<file path="config.mk">
export PLATFORM = sky130hd
export DESIGN_NAME = ni_route_lookup_arbiter
export DESIGN_NICKNAME = d
export VERILOG_FILES = /design/src/rtl/ni_route_lookup_arbiter_pkg.sv /design/src/rtl/ni_rr_arbiter.sv /design/src/rtl/ni_route_lookup_arbiter.sv
export SDC_FILE = /design/constraint.sdc
export NUM_CORES = 1
export LEC_CHECK = 0
export ABC_AREA = 1
export BUFFER_PORTS_ARGS = -buffer_cell sky130_fd_sc_hd__buf_2
export CORE_MARGIN = 2
export CORE_UTILIZATION = 47
export DETAILED_ROUTE_END_ITERATION = 6
export PLACE_DENSITY = 0.8
export RECOVER_POWER = 50
export SETUP_SLACK_MARGIN = 0.4
export SYNTH_ARGS = -nofsm -noshare
export SYNTH_HDL_FRONTEND = slang
export SYNTH_HIERARCHICAL = 1
export SYNTH_SLANG_ARGS = --single-unit
</file>
<file path="constraint.sdc">
create_clock -name clock -period 1.7 [get_ports clock]
set_input_delay 0.255 -clock clock [delete_from_list [all_inputs] [get_ports clock]]
set_output_delay 0.255 -clock clock [all_outputs]
set_load 0.02 [all_outputs]
</file>
<file path="src/rtl/ni_route_lookup_arbiter_pkg.sv">
// Shared defaults, FSM encoding and small helpers for the NI route lookup arbiter.
// Every file of the arbiter imports this package.
package ni_route_lookup_arbiter_pkg;

    localparam int DEF_N_REQ         = 2;
    localparam int DEF_ADDR_WIDTH    = 32;
    localparam int DEF_PATH_WIDTH    = 7;
    localparam int DEF_TARGET_WIDTH  = 4;
    localparam int DEF_ERR_CNT_WIDTH = 8;

    typedef enum logic [1:0] {
        ST_IDLE   = 2'd0,
        ST_LOOKUP = 2'd1,
        ST_RESP   = 2'd2
    } state_t;

    // Requester index width; a single requester still needs one bit.
    function automatic int idx_width(input int n);
        return (n > 1) ? $clog2(n) : 1;
    endfunction

endpackage

</file>
<file path="src/rtl/ni_rr_arbiter.sv">
// Combinational round-robin pick: first set request at or after ptr, wrapping.
// Produces a one-hot grant plus its encoded index; the pointer register lives in the parent.
module ni_rr_arbiter
    import ni_route_lookup_arbiter_pkg::*;
#(
    parameter int N_REQ = DEF_N_REQ,
    parameter int IDX_W = idx_width(N_REQ)
) (
    input  logic [N_REQ-1:0] req,
    input  logic [IDX_W-1:0] ptr,
    output logic [N_REQ-1:0] grant,
    output logic [IDX_W-1:0] grant_idx,
    output logic             grant_any
);

    logic [IDX_W:0]   sum;
    logic [IDX_W-1:0] cand;

    always_comb begin
        grant     = '0;
        grant_idx = '0;
        grant_any = 1'b0;
        sum       = '0;
        cand      = '0;
        for (int i = 0; i < N_REQ; i++) begin
            // ptr < N_REQ and i < N_REQ, so a single subtraction wraps the sum.
            sum = {1'b0, ptr} + (IDX_W+1)'(i);
            if (sum >= (IDX_W+1)'(N_REQ)) begin
                sum = sum - (IDX_W+1)'(N_REQ);
            end
            cand = sum[IDX_W-1:0];
            if (!grant_any && req[cand]) begin
                grant[cand] = 1'b1;
                grant_idx   = cand;
                grant_any   = 1'b1;
            end
        end
    end

endmodule

</file>
<file path="src/rtl/ni_route_lookup_arbiter.sv">
// Shares one combinational NI routing table between N_REQ requesters: round-robin accept,
// one-cycle registered lookup, valid/ready response to the winner, plus decode-error status.
//
// Handshakes: a transfer happens on a rising clock edge where valid and ready are both 1.
// req_ready is a one-hot offer that only exists in IDLE; rsp_valid stays asserted with rsp_*
// stable until the granted requester's rsp_ready bit is 1 (other bits are ignored).
module ni_route_lookup_arbiter
    import ni_route_lookup_arbiter_pkg::*;
#(
    parameter int N_REQ         = DEF_N_REQ,
    parameter int ADDR_WIDTH    = DEF_ADDR_WIDTH,
    parameter int PATH_WIDTH    = DEF_PATH_WIDTH,
    parameter int TARGET_WIDTH  = DEF_TARGET_WIDTH,
    parameter int ERR_CNT_WIDTH = DEF_ERR_CNT_WIDTH
) (
    input  logic                        clock,
    input  logic                        reset_n,
    input  logic [N_REQ-1:0]            req_valid,
    input  logic [N_REQ*ADDR_WIDTH-1:0] req_addr,
    output logic [N_REQ-1:0]            req_ready,
    output logic [ADDR_WIDTH-1:0]       lut_address,
    input  logic [PATH_WIDTH-1:0]       lut_path,
    input  logic [TARGET_WIDTH-1:0]     lut_target,
    input  logic                        lut_failed,
    output logic [N_REQ-1:0]            rsp_valid,
    input  logic [N_REQ-1:0]            rsp_ready,
    output logic [PATH_WIDTH-1:0]       rsp_path,
    output logic [TARGET_WIDTH-1:0]     rsp_target,
    output logic                        rsp_fail,
    output logic [ERR_CNT_WIDTH-1:0]    err_count,
    output logic [ADDR_WIDTH-1:0]       err_addr,
    output logic                        err_valid,
    input  logic                        err_clear,
    output logic [1:0]                  fsm_state
);

    localparam int IDX_W = idx_width(N_REQ);

    state_t           state_q;
    state_t           state_d;
    logic [IDX_W-1:0] ptr_q;
    logic [IDX_W-1:0] ptr_next;
    logic [IDX_W-1:0] grant_q;

    logic [N_REQ-1:0] arb_grant;
    logic [IDX_W-1:0] arb_idx;
    logic             arb_any;

    logic                  accept;
    logic                  rsp_done;
    logic                  lookup_fail;
    logic [N_REQ-1:0]      grant_onehot;
    logic [ADDR_WIDTH-1:0] sel_addr;

    ni_rr_arbiter #(
        .N_REQ (N_REQ),
        .IDX_W (IDX_W)
    ) u_rr_arbiter (
        .req       (req_valid),
        .ptr       (ptr_q),
        .grant     (arb_grant),
        .grant_idx (arb_idx),
        .grant_any (arb_any)
    );

    always_comb begin
        req_ready = (state_q == ST_IDLE) ? arb_grant : '0;
        accept    = (state_q == ST_IDLE) && arb_any;

        grant_onehot          = '0;
        grant_onehot[grant_q] = 1'b1;
        rsp_valid = (state_q == ST_RESP) ? grant_onehot : '0;
        rsp_done  = (state_q == ST_RESP) && rsp_ready[grant_q];

        lookup_fail = (state_q == ST_LOOKUP) && lut_failed;

        sel_addr = '0;
        for (int i = 0; i < N_REQ; i++) begin
            if (arb_idx == IDX_W'(i)) begin
                sel_addr = req_addr[i*ADDR_WIDTH +: ADDR_WIDTH];
            end
        end

        ptr_next = (arb_idx == IDX_W'(N_REQ-1)) ? '0 : arb_idx + 1'b1;
    end

    always_comb begin
        state_d = state_q;
        case (state_q)
            ST_IDLE:   if (accept) state_d = ST_LOOKUP;
            ST_LOOKUP: state_d = ST_RESP;
            ST_RESP:   if (rsp_done) state_d = ST_IDLE;
            default:   state_d = ST_IDLE;
        endcase
    end

    assign fsm_state = state_q;

    always_ff @(posedge clock) begin
        if (!reset_n) begin
            state_q     <= ST_IDLE;
            ptr_q       <= '0;
            grant_q     <= '0;
            lut_address <= '0;
            rsp_path    <= '0;
            rsp_target  <= '0;
            rsp_fail    <= 1'b0;
            err_count   <= '0;
            err_addr    <= '0;
            err_valid   <= 1'b0;
        end else begin
            state_q <= state_d;

            if (accept) begin
                grant_q     <= arb_idx;
                ptr_q       <= ptr_next;
                lut_address <= sel_addr;
            end

            // Table outputs go straight through; a failed decode already reports zero path/target.
            if (state_q == ST_LOOKUP) begin
                rsp_path   <= lut_path;
                rsp_target <= lut_target;
                rsp_fail   <= lut_failed;
            end

            // A clear wins over a failure in the same cycle, which is then dropped entirely.
            if (err_clear) begin
                err_count <= '0;
                err_addr  <= '0;
                err_valid <= 1'b0;
            end else if (lookup_fail) begin
                if (err_count != '1) begin
                    err_count <= err_count + 1'b1;
                end
                if (!err_valid) begin
                    err_addr  <= lut_address;
                    err_valid <= 1'b1;
                end
            end
        end
    end

endmodule

</file>
==> results.ini <==
[global_routing]
grt-ovfl-total = 0
grt.total_usage = 0.250
antenna_found_initial = 0
grt_pass1_vias = 3694
grt_max_degree = 36
grt_pass1_wl_um = 17300

[worst_setup_path]
crit_chain = inv_4 > nand3_4 > nor2_4 > buf_4 > clkbuf_16 > o21ai_0 > nor2_1
cp_slowest_stage_delay_ns = 0.34
crit_path_top_delay_cell = dfxtp_1
crit_type = reg -> reg
startpoint_type = flop
cp_max_fo = 8
worstPathArrival_ns = 1.80
end_kind = flop
crit_required_ns = 1.99

[timing]
fmax_ghz = 0.662
worst_clock_skew_ns = 0.0136
setup_viol = 0
rsz0062_at_grt = true
final-max-slew-violation-count = 0
worst_pin_slew_ns = 0.579
hold_violations = 0
relSlewSlack = 0.614
period_needed_ns = 1.51
setup-tns-final_ns = 0
min_period_over_period = 0.888

[routing]
dr.pass1.iters = 5
wl_per_cell_um = 15.2
dr_total_vias = 4387
vias_per_cell = 5.22
drc = 0
ant_nets = 0
drt_iter0_drc = 235
wl_um = 12800

[synth]
syn_nets = 634
ys_seq_elements = 89
synth.distinct_cells = 22
synth.most_common_cell = nand2_1
syn_area_um2 = 3800
yosysSeqAreaShare = 0.468
synth_common_cells = nand2_1, nor2_1, dfxtp_1, a21oi_1, o21ai_0
synth-edff-count = 0
synthCells = 550
synthFlopType = dfxtp_1
yosysWarnings = 6
async_reset_ff_frac = 0
synth_top_cell_by_area = dfxtp_1
avgSynthCellArea_um2 = 6.92
synthTopCellsByArea = dfxtp_1, nand2_1, nor2_1
synth_top_area_frac = 0.468

[placement]
place.gp.congestion = 0.935
port_buffers = 173
dp_cells = 806
dp_hpwl_um = 7840

[power]
seq_power_share = 0.380
p_leak_uw = 0.00253
vdd_drop_max_v = 0.000591
combPwrFrac = 0.365
p_per_area_nw_per_um2 = 1210
p_int_uw = 4240
pwr-share-clk = 0.255
p_switching_uw = 2440
sw_frac_of_total = 0.365

[finish]
syn2layout_area_growth_pct = 45.6
final_cells = 841
diodes = 0
drive_gt1_frac = 0.311
layout.nets = 820
fillers = 668

[clocking]
clkSlewWorstSetupHoldPaths_ns = 0.08
cts_max_level = 3
cts_tree = done
postCtsHoldBufs = 0
clock_sinks = 89
clock_latency_ns = 0.35
ctsRootBufferMaster = clkbuf_8
numCtsBuffers = 9
clockBufferDepth = 2

[floorplan]
die_y_um = 94.0
placementRows = 32
start_util = 0.490
io-pin-count = 174
core_region_area_um2 = 7770
fp.dieW_um = 94.0
die-area_um2 = 8830

[run]
max_cap_viol_count = 0

[hold_path]
hold_path.class = in -> reg

[run_status]
status = finished clean

## cell usage in the layout (no fill, tap or decap), drive strengths merged
master    count
nand2       204
buf         117
nor2        101
clkbuf       95
dfxtp        89
a21oi        49
o21ai        41
inv          22
nand3        11
bufinv        3
clkinv        3
clkinvlp      1
o21a          1
nor3          1
ha            1
## path summary, 6_finish.rpt
| kind | slack [ns] | start | depth (start not counted) | end |
|---|---|---|---|---|
| setup reg to reg | 0.19 | fsm_state[1]$_SDFFE_PN0P_ | 7 | err_addr[1]$_SDFFE_PP0P_ |
| hold reg to reg | 0.47 | err_addr[31]$_SDFFE_PP0P_ | 2 | err_addr[31]$_SDFFE_PP0P_ |
| hold / removal | 0.16 | lut_target[0] | 3 | rsp_target[0]$_SDFFE_PN0N_ |
| setup / recovery | 0.19 | fsm_state[1]$_SDFFE_PN0P_ | 7 | err_addr[1]$_SDFFE_PP0P_ |
## flip-flops by register name, summed over array words and instances, names as in the netlist
signal       cells
ptr_q            1
err_valid        1
rsp_fail         1
rsp_path         7
lut_address     32
err_count        8
err_addr        32
rsp_target       4
grant_q          1
fsm_state        2
## repair_timing
action,in CTS,in global routing
resized for setup,25,117
endpoints found under the setup margin,66,65
pin swaps,2,37
gates cloned,1,5
buffers inserted,2,13
## cell families (layout without fill, tap and decap cells)
logic type,after synthesis,after routing,synth area share
compound gates,91,91,0.120
fa+ha+maj,1,1,0.00329
buf+inv,52,241,0.0760
flops,89,89,0.468
simple gates,317,317,0.332
## power by group through the flow
stage / combinational, uW / sequential [uW] / clock, uW
3_5_place_dp: 1710 / 2560 / 0
5_1_grt: 2600 / 2570 / 1790
4_1_cts: 1870 / 2520 / 1710
2_1_floorplan: 906 / 2830 / 0
3_3_place_gp: 1670 / 2550 / 0
6_report: 2430 / 2540 / 1700
## critical path, delay by kind of cell (launching register included)
family | cells | cell delay [ns]
and+or+nand+nor | 3 | 0.56
buffers and inverters | 3 | 0.44
AOI/OAI and AO/OA | 1 | 0.11
DFF | 1 | 0.34
## per-stage QoR
step / hold slack (ns) / setup WS [ns] / cell area, um2 / util / power, uW
2_1_floorplan: 0.391 / 0.429 / 3810 / - / 3730
3_3_place_gp: 0.449 / 0.320 / 4710 / 0.606 / 4220
3_5_place_dp: 0.456 / 0.230 / 4710 / 0.606 / 4270
4_1_cts: 0.158 / 0.271 / 5040 / 0.649 / 6110
5_1_grt: 0.176 / 0.150 / 5540 / 0.713 / 6970
6_report: 0.164 / 0.190 / 5540 / 0.713 / 6680
## per-layer routing
metal	GRT usage	part of all wire
met5	0	0
met4	0.0906	0.031
met3	0.0353	0.058
met2	0.443	0.51
met1	0.306	0.40
## cell type report
| type | instances | area (um2) | share of cell area |
|---|---|---|---|
| repair buffers | 201 | 1150 | 0.208 |
| clock inverters | 3 | 90.1 | 0.0163 |
| well taps | 102 | 128 | 0.0230 |
| clock buffers | 11 | 141 | 0.0255 |
| inverters | 24 | 119 | 0.0215 |
| flip-flops and latches | 89 | 1800 | 0.325 |
| multi-input cells | 409 | 2090 | 0.377 |
| repair inverters | 2 | 17.5 | 0.00316 |
Power figures use the tool's default switching activity.
